`config.mk`:
```
export PLATFORM = sky130hd
export DESIGN_NAME = decoder_scan_nx2n
export DESIGN_NICKNAME = d
export VERILOG_FILES = /design/src/rtl/dec_pkg.sv /design/src/rtl/decoder_nx2n.sv /design/src/rtl/decoder_scan_nx2n.sv
export SDC_FILE = /design/constraint.sdc
export NUM_CORES = 1
export LEC_CHECK = 0
export BUFFER_PORTS_ARGS = -buffer_cell sky130_fd_sc_hd__clkbuf_2
export CORE_AREA = 2 2 39 41
export CTS_BUF_LIST = sky130_fd_sc_hd__clkbuf_16
export CTS_CLUSTER_SIZE = 25
export DETAILED_ROUTE_END_ITERATION = 7
export DIE_AREA = 0 0 41 43
export HOLD_SLACK_MARGIN = 0.06
export PLACE_DENSITY_LB_ADDON = 0.3
export SLEW_MARGIN = 0
export SYNTH_ARGS = -nofsm -noshare
export SYNTH_HDL_FRONTEND = slang
export SYNTH_SLANG_ARGS = --single-unit
```
`constraint.sdc`:
```
create_clock -name clk -period 1.23 [get_ports clk]
set_input_delay 0.123 -clock clk [delete_from_list [all_inputs] [get_ports clk]]
set_output_delay 0.123 -clock clk [all_outputs]
set_load 0.1 [all_outputs]
```
`src/rtl/dec_pkg.sv`:
```
// Shared state and mode encodings for the scanning one-hot decoder.
package dec_pkg;

  typedef enum logic [1:0] {
    ST_IDLE   = 2'd0,
    ST_DIRECT = 2'd1,
    ST_SCAN   = 2'd2
  } state_t;

  localparam logic MODE_DIRECT = 1'b0;
  localparam logic MODE_SCAN   = 1'b1;

endpackage

```
`src/rtl/decoder_nx2n.sv`:
```
// Purely combinational N-to-2**N one-hot decoder; y[k] is set when sel == k.
module decoder_nx2n #(
  parameter int N = 2
) (
  input  logic [N-1:0]    sel,
  output logic [0:2**N-1] y
);

  for (genvar k = 0; k < 2**N; k++) begin : g_out
    assign y[k] = (sel == N'(k));
  end

endmodule

```
`src/rtl/decoder_scan_nx2n.sv`:
```
// One-hot decoder with registered outputs: DIRECT decodes w, SCAN steps the
// active output every DWELL cycles; en=0 blanks the output and pauses the scan.
module decoder_scan_nx2n
  import dec_pkg::*;
#(
  parameter int N     = 2,
  parameter int DWELL = 4
) (
  input  logic              clk,
  input  logic              reset_n,
  input  logic              en,
  input  logic              mode,
  input  logic [N-1:0]      w,
  input  logic              load,
  output logic [0:2**N-1]   y,
  output logic [N-1:0]      idx,
  output logic              valid,
  output logic              wrap
);

  localparam int OUTS = 2**N;
  localparam int DW   = (DWELL > 1) ? $clog2(DWELL) : 1;
  localparam logic [DW-1:0] DWELL_LAST = DW'(DWELL - 1);
  localparam logic [N-1:0]  IDX_LAST   = {N{1'b1}};

  state_t          state, state_nxt;
  logic [DW-1:0]   dwell, dwell_nxt, dwell_cur;
  logic [N-1:0]    idx_nxt, dec_sel;
  logic            wrap_nxt;
  logic [0:OUTS-1] dec_y, y_nxt;

  always_comb begin
    state_nxt = ST_IDLE;
    if (en) state_nxt = (mode == MODE_SCAN) ? ST_SCAN : ST_DIRECT;
  end

  // SCAN shows the index held going into the edge, so y trails idx by one cycle.
  assign dec_sel = (state_nxt == ST_DIRECT) ? w : idx;

  decoder_nx2n #(.N(N)) u_dec (
    .sel (dec_sel),
    .y   (dec_y)
  );

  // A scan entered straight from DIRECT always starts a fresh dwell period.
  assign dwell_cur = (state == ST_DIRECT) ? '0 : dwell;

  always_comb begin
    idx_nxt   = idx;
    dwell_nxt = dwell;
    wrap_nxt  = 1'b0;
    y_nxt     = '0;
    case (state_nxt)
      ST_DIRECT: begin
        idx_nxt   = w;
        dwell_nxt = '0;
        y_nxt     = dec_y;
      end
      ST_SCAN: begin
        y_nxt = dec_y;
        if (load) begin
          idx_nxt   = w;
          dwell_nxt = '0;
        end else if (dwell_cur == DWELL_LAST) begin
          dwell_nxt = '0;
          idx_nxt   = idx + 1'b1;
          wrap_nxt  = (idx == IDX_LAST);
        end else begin
          dwell_nxt = dwell_cur + 1'b1;
        end
      end
      default: ;
    endcase
  end

  always_ff @(posedge clk or negedge reset_n) begin
    if (!reset_n) begin
      state <= ST_IDLE;
      idx   <= '0;
      dwell <= '0;
      y     <= '0;
      wrap  <= 1'b0;
    end else begin
      state <= state_nxt;
      idx   <= idx_nxt;
      dwell <= dwell_nxt;
      y     <= y_nxt;
      wrap  <= wrap_nxt;
    end
  end

  assign valid = |y;

endmodule

```
# Yosys cells after proc, flatten, opt, wreduce, memory -nomap -nowiden
# Index checks and enable logic that the tools add are counted.
totals:
  register_bits: 11
op_classes:
  n_addsub: 2
  n_eq_ne: 9
  muxes: 14
  n_reduce_logical: 5
op_table:
  columns: ["op", "count"]
  rows:
  - ["$mux W2", 8]
  - ["$eq A2 B2 Y1 const B", 5]
  - ["$pmux W2 S2", 2]
  - ["$eq A2 B1 Y1 const B", 3]
  - ["$add A2 B1 Y2 const B", 2]
  - ["$mux W4", 1]
  - ["$reduce_or A4 Y1", 1]
  - ["$mux W1", 3]
  - ["$ne A3 B3 Y1 const B", 1]
  - ["$logic_not A2 Y1", 1]
  - ["$reduce_and A2 Y1", 1]
  - ["$reduce_bool A2 Y1", 1]
  - ["$reduce_or A2 Y1", 1]

# Depth between registers and ports, before layout
logic_depth:
  depth_word: 6
  ltp_mapped: 6

# Hierarchy
# Synthesis repeated with hierarchy kept, for this count alone.
hier_totals:
  cells_unflattened: 48
  area_unflattened_um2: 524.3
by_module_without_submodules:
  columns: ["mod", "n_inst", "cells_per_inst", "area_per_inst_um2", "seq_area_each_um2"]
  rows:
  - ["decoder_scan_nx2n", 1, 44, 498.0, 275.3]
  - ["decoder_nx2n", 1, 4, 26.3, 0.0]

# Worst setup path before layout
# OpenSTA, ideal clock, no wires.
synth_path:
  kind: "register -> output"
  startpoint: "reg y[2] in the netlist's numbering"
  endpoint: "out valid"
  arrival_time_ps: 1805
  required_time_ps: 1107
  slack_ps: -698
  stages_incl_launch_ff: 2
  path_buffers: 0
  cell_sequence: "dfrtp_1 or4_1"
synth_via:
  elab_chain_len: 1
synth_lines:
  columns: ["item", "line_no", "source"]
  rows:
  - ["start, declared", "decoder_scan_nx2n.sv:15", "output logic [0:2**N-1] y,"]
  - ["start signal, assigned", "decoder_scan_nx2n.sv:87", "y <= y_nxt;"]
  - ["$reduce_or A4 Y1", "decoder_scan_nx2n.sv:92", "assign valid = |y;"]
  - ["end, declared", "decoder_scan_nx2n.sv:17", "output logic valid,"]
# Every way passes these cells.

# Worst setup path in the final report
layout_path:
  startpoint: "reg y[1] in the netlist's numbering"
  endpoint: "out valid"
# The elaborated chain is that of the path after synthesis.

==> impl_metrics.ini <==
[run_status]
run_status = finished, violations left
violated_checks = setup timing

[routing]
routed_via_density = 5.02
wl_per_cell_um = 12.7
antenna_left = 0
total_wire_length_after_detailed_routing_um = 1120
detail_route.first_pass.iterations = 4
vias = 442
detail_route.iter0.violations = 15
post-route-drc-count = 0

[synthesis]
ys_types = 23
async_flop_share_pct = 100
synth.net_count = 61
synth_largest_type_area_fraction_pct = 50.7
synth_edf_count = 0
most_area_consuming_cells_after_synthesis = dfrtp_1 51%, and2_1 4.6%, ha_1 4.6%
netlist.top_cell.by_area = dfrtp_1
synth-warning-count = 0
synth_seq_cells = 11
netlist_area_um2 = 543
synth_top_flop_cell = dfrtp_1
synth_seq_area_share_pct = 50.7
syn-mean-instance-area_um2 = 10.4
postSynthCellCount = 52
synth_most_common_cell = dfrtp_1
synth_top_cells_by_count = 11 x dfrtp_1, 5 x inv_1, 4 x and2_1, 4 x o22ai_1

[die]
ios = 15
die_w_um = 41
die-height_um = 43
die_area_um2 = 1760
fp.coreArea_um2 = 1380
placementRows = 14
start_util_pct = 39.2

[grt]
grt_pass1_vias = 432
antenna_violations_before_repair = 0
grt_usage_pct = 15.8
overflow_after_grt = 0
first_pass_grt_wire_length_um = 1840
grt_start_max_net_pins = 15

[timing]
timing.hold.ws_ns = 0.222
period_share_pct = 122
finalMaxSlewViolations = 0
period_needed_ns = 1.50
unrepaired_setup_endpoints_after_global_routing = true
final.setup.tns_ns = -0.307
hold_fails_final_rpt = 0
setup_ws_ns = -0.270
final-setup-viol-count = 3
skew_ns = 0.00289
achievable-frequency_mhz = 667
slew-limit-headroom_pct = 81.9
tightestPinTransition_ns = 0.271

[flow_run]
max_cap_violations = 0

[setup_path]
path_type_of_the_worst_setup_path = register to output port
crit_path_max_fanout = 2
end_of_the_worst_register_to_register_path = idx[1]$_DFFE_PN0P_
reg2regPathDepth = 6
critical_path.endpoint_type = output port
critical_path_required_ns = 1.11
worst_setup_path_start_kind = register
reg2reg_slack_ns = -0.02
worstPathArrival_ns = 1.38
worst_r2r_startpoint = state[0]$_DFF_PN0_

[placement]
finalWeightedCongestion = 0.835
io_buffers = 14
hpwlAfterDp_um = 745
place_ws_ns = -0.0752

[power]
clock_network_fraction_of_design_power_pct = 40.8
total_switching_power_mw = 0.426
seqPwrFrac_pct = 30.4
combPwrFrac_pct = 28.8
power_report.internal_total_mw = 0.987
sw_frac_of_total_pct = 30.1
vdd_drop_max_v = 0.000864
powerDensity_nw_per_um2 = 1550
leakagePower_nw = 0.405
power.total_mw = 1.41

[clocking]
cts_htree_levels = 1
cts_tree = built
insertion_delay_ns = 0.24
cts.path.max_buffers = 2
cts.repair_timing.setup_buffer_count = 0
cts.clk_slew.worst_paths_ns = 0.04
ctsRootBufferMaster = clkbuf_16
cts.sinks = 11
cts_inserted_buffers = 3

[finish]
layout_cell_share_with_drive_strength_beyond_1_pct = 54.2
antenna_diodes = 0
multi_input_area_um2 = 293
final_core_utilization_pct = 65.8
seq_area_um2 = 290
design.final.nets = 82
fillers = 85
flow.area_growth_from_synthesis_pct = 67.7

[hold_path]
holdCritPathClass = primary input to register
timing.hold.worst.start = w[1]
hold_depth = 3
worst_hold_path.endpoint = y[2]$_DFF_PN0_
[final cells by class]
class	instances	share of cell area, %
clock buffer	3	8.24
clock inverter	1	0.412
inverter	5	2.06
multi-input combinational	34	32.1
sequential	11	31.9
tap	16	2.20
timing repair buffer	18	23.1
[timing repair]
item	4_1_cts	5_1_grt
pin swaps	8	1
endpoints found under the setup margin	3	3
hold endpoints to repair	11	0
gates cloned	0	0
hold buffers	1	0
resized for setup	6	2
[critical path: stages (launching register included)]
cell     delay, ns
dfrtp_4       0.46
or4_4         0.50
buf_12        0.18
[per-layer routing]
layer / GRT usage (%) / share of wire (%) / up-vias
met5: 0 / 0 / -
met4: 12.7 / 2.1 / 0
met3: 1.57 / 5.9 / 4
met2: 22.5 / 53 / 19
met1: 20.8 / 39 / 201
li1: - / - / 218
[power by group through the flow]
stage	Sequential (mW)	Clock, mW	Combinational, mW
6_report	0.429	0.577	0.407
3_5_place_dp	0.432	0	0.383
4_1_cts	0.428	0.588	0.398
5_1_grt	0.434	0.605	0.428
2_1_floorplan	0.542	0	0.127
3_3_place_gp	0.432	0	0.382
[kinds of logic after synthesis]
group           share of synthesized area, %
simple gates                            23.5
compound gates                          14.7
flops                                   50.7
buf+inv                                 6.45
fa+ha+maj                               4.61
[how the worst max path moves through the flow]
stage	start	slack (ns)	endpoint	depth (start not counted)
4_1_cts	y[1]$_DFF_PN0_	-0.27	valid	2
3_3_place_gp	y[1]$_DFF_PN0_	-0.07	valid	2
5_1_grt	y[1]$_DFF_PN0_	-0.29	valid	2
6_report	y[1]$_DFF_PN0_	-0.27	valid	2
3_5_place_dp	state[1]$_DFF_PN0_	-0.08	idx[1]$_DFFE_PN0P_	6
2_1_floorplan	y[1]$_DFF_PN0_	-0.25	valid	1
[through the flow]
stage,std cells,area (um2)
3_5_place_dp,83,778
3_3_place_gp,83,778
5_1_grt,88,911
4_1_cts,88,898
6_report,88,911
2_1_floorplan,52,574
[sequential cells by signal, indices dropped and copies added, names as in the netlist]
name / count
dwell: 2
y: 4
wrap: 1
idx: 2
state: 2
[cell usage in the layout, fill, tap and decap left out, types with 3 or more instances in the layout]
| cell type | synthesis | final |
|---|---|---|
| buf_12 | 0 | 7 |
| inv_1 | 5 | 6 |
| clkbuf_2 | 0 | 6 |
| dfrtp_1 | 11 | 5 |
| buf_4 | 0 | 4 |
| nand2_1 | 3 | 3 |
| nor2_1 | 3 | 3 |
| clkbuf_16 | 0 | 3 |
| dfrtp_4 | 0 | 3 |
| dfrtp_2 | 0 | 3 |
No activity file was read; power rests on OpenSTA's default activity.
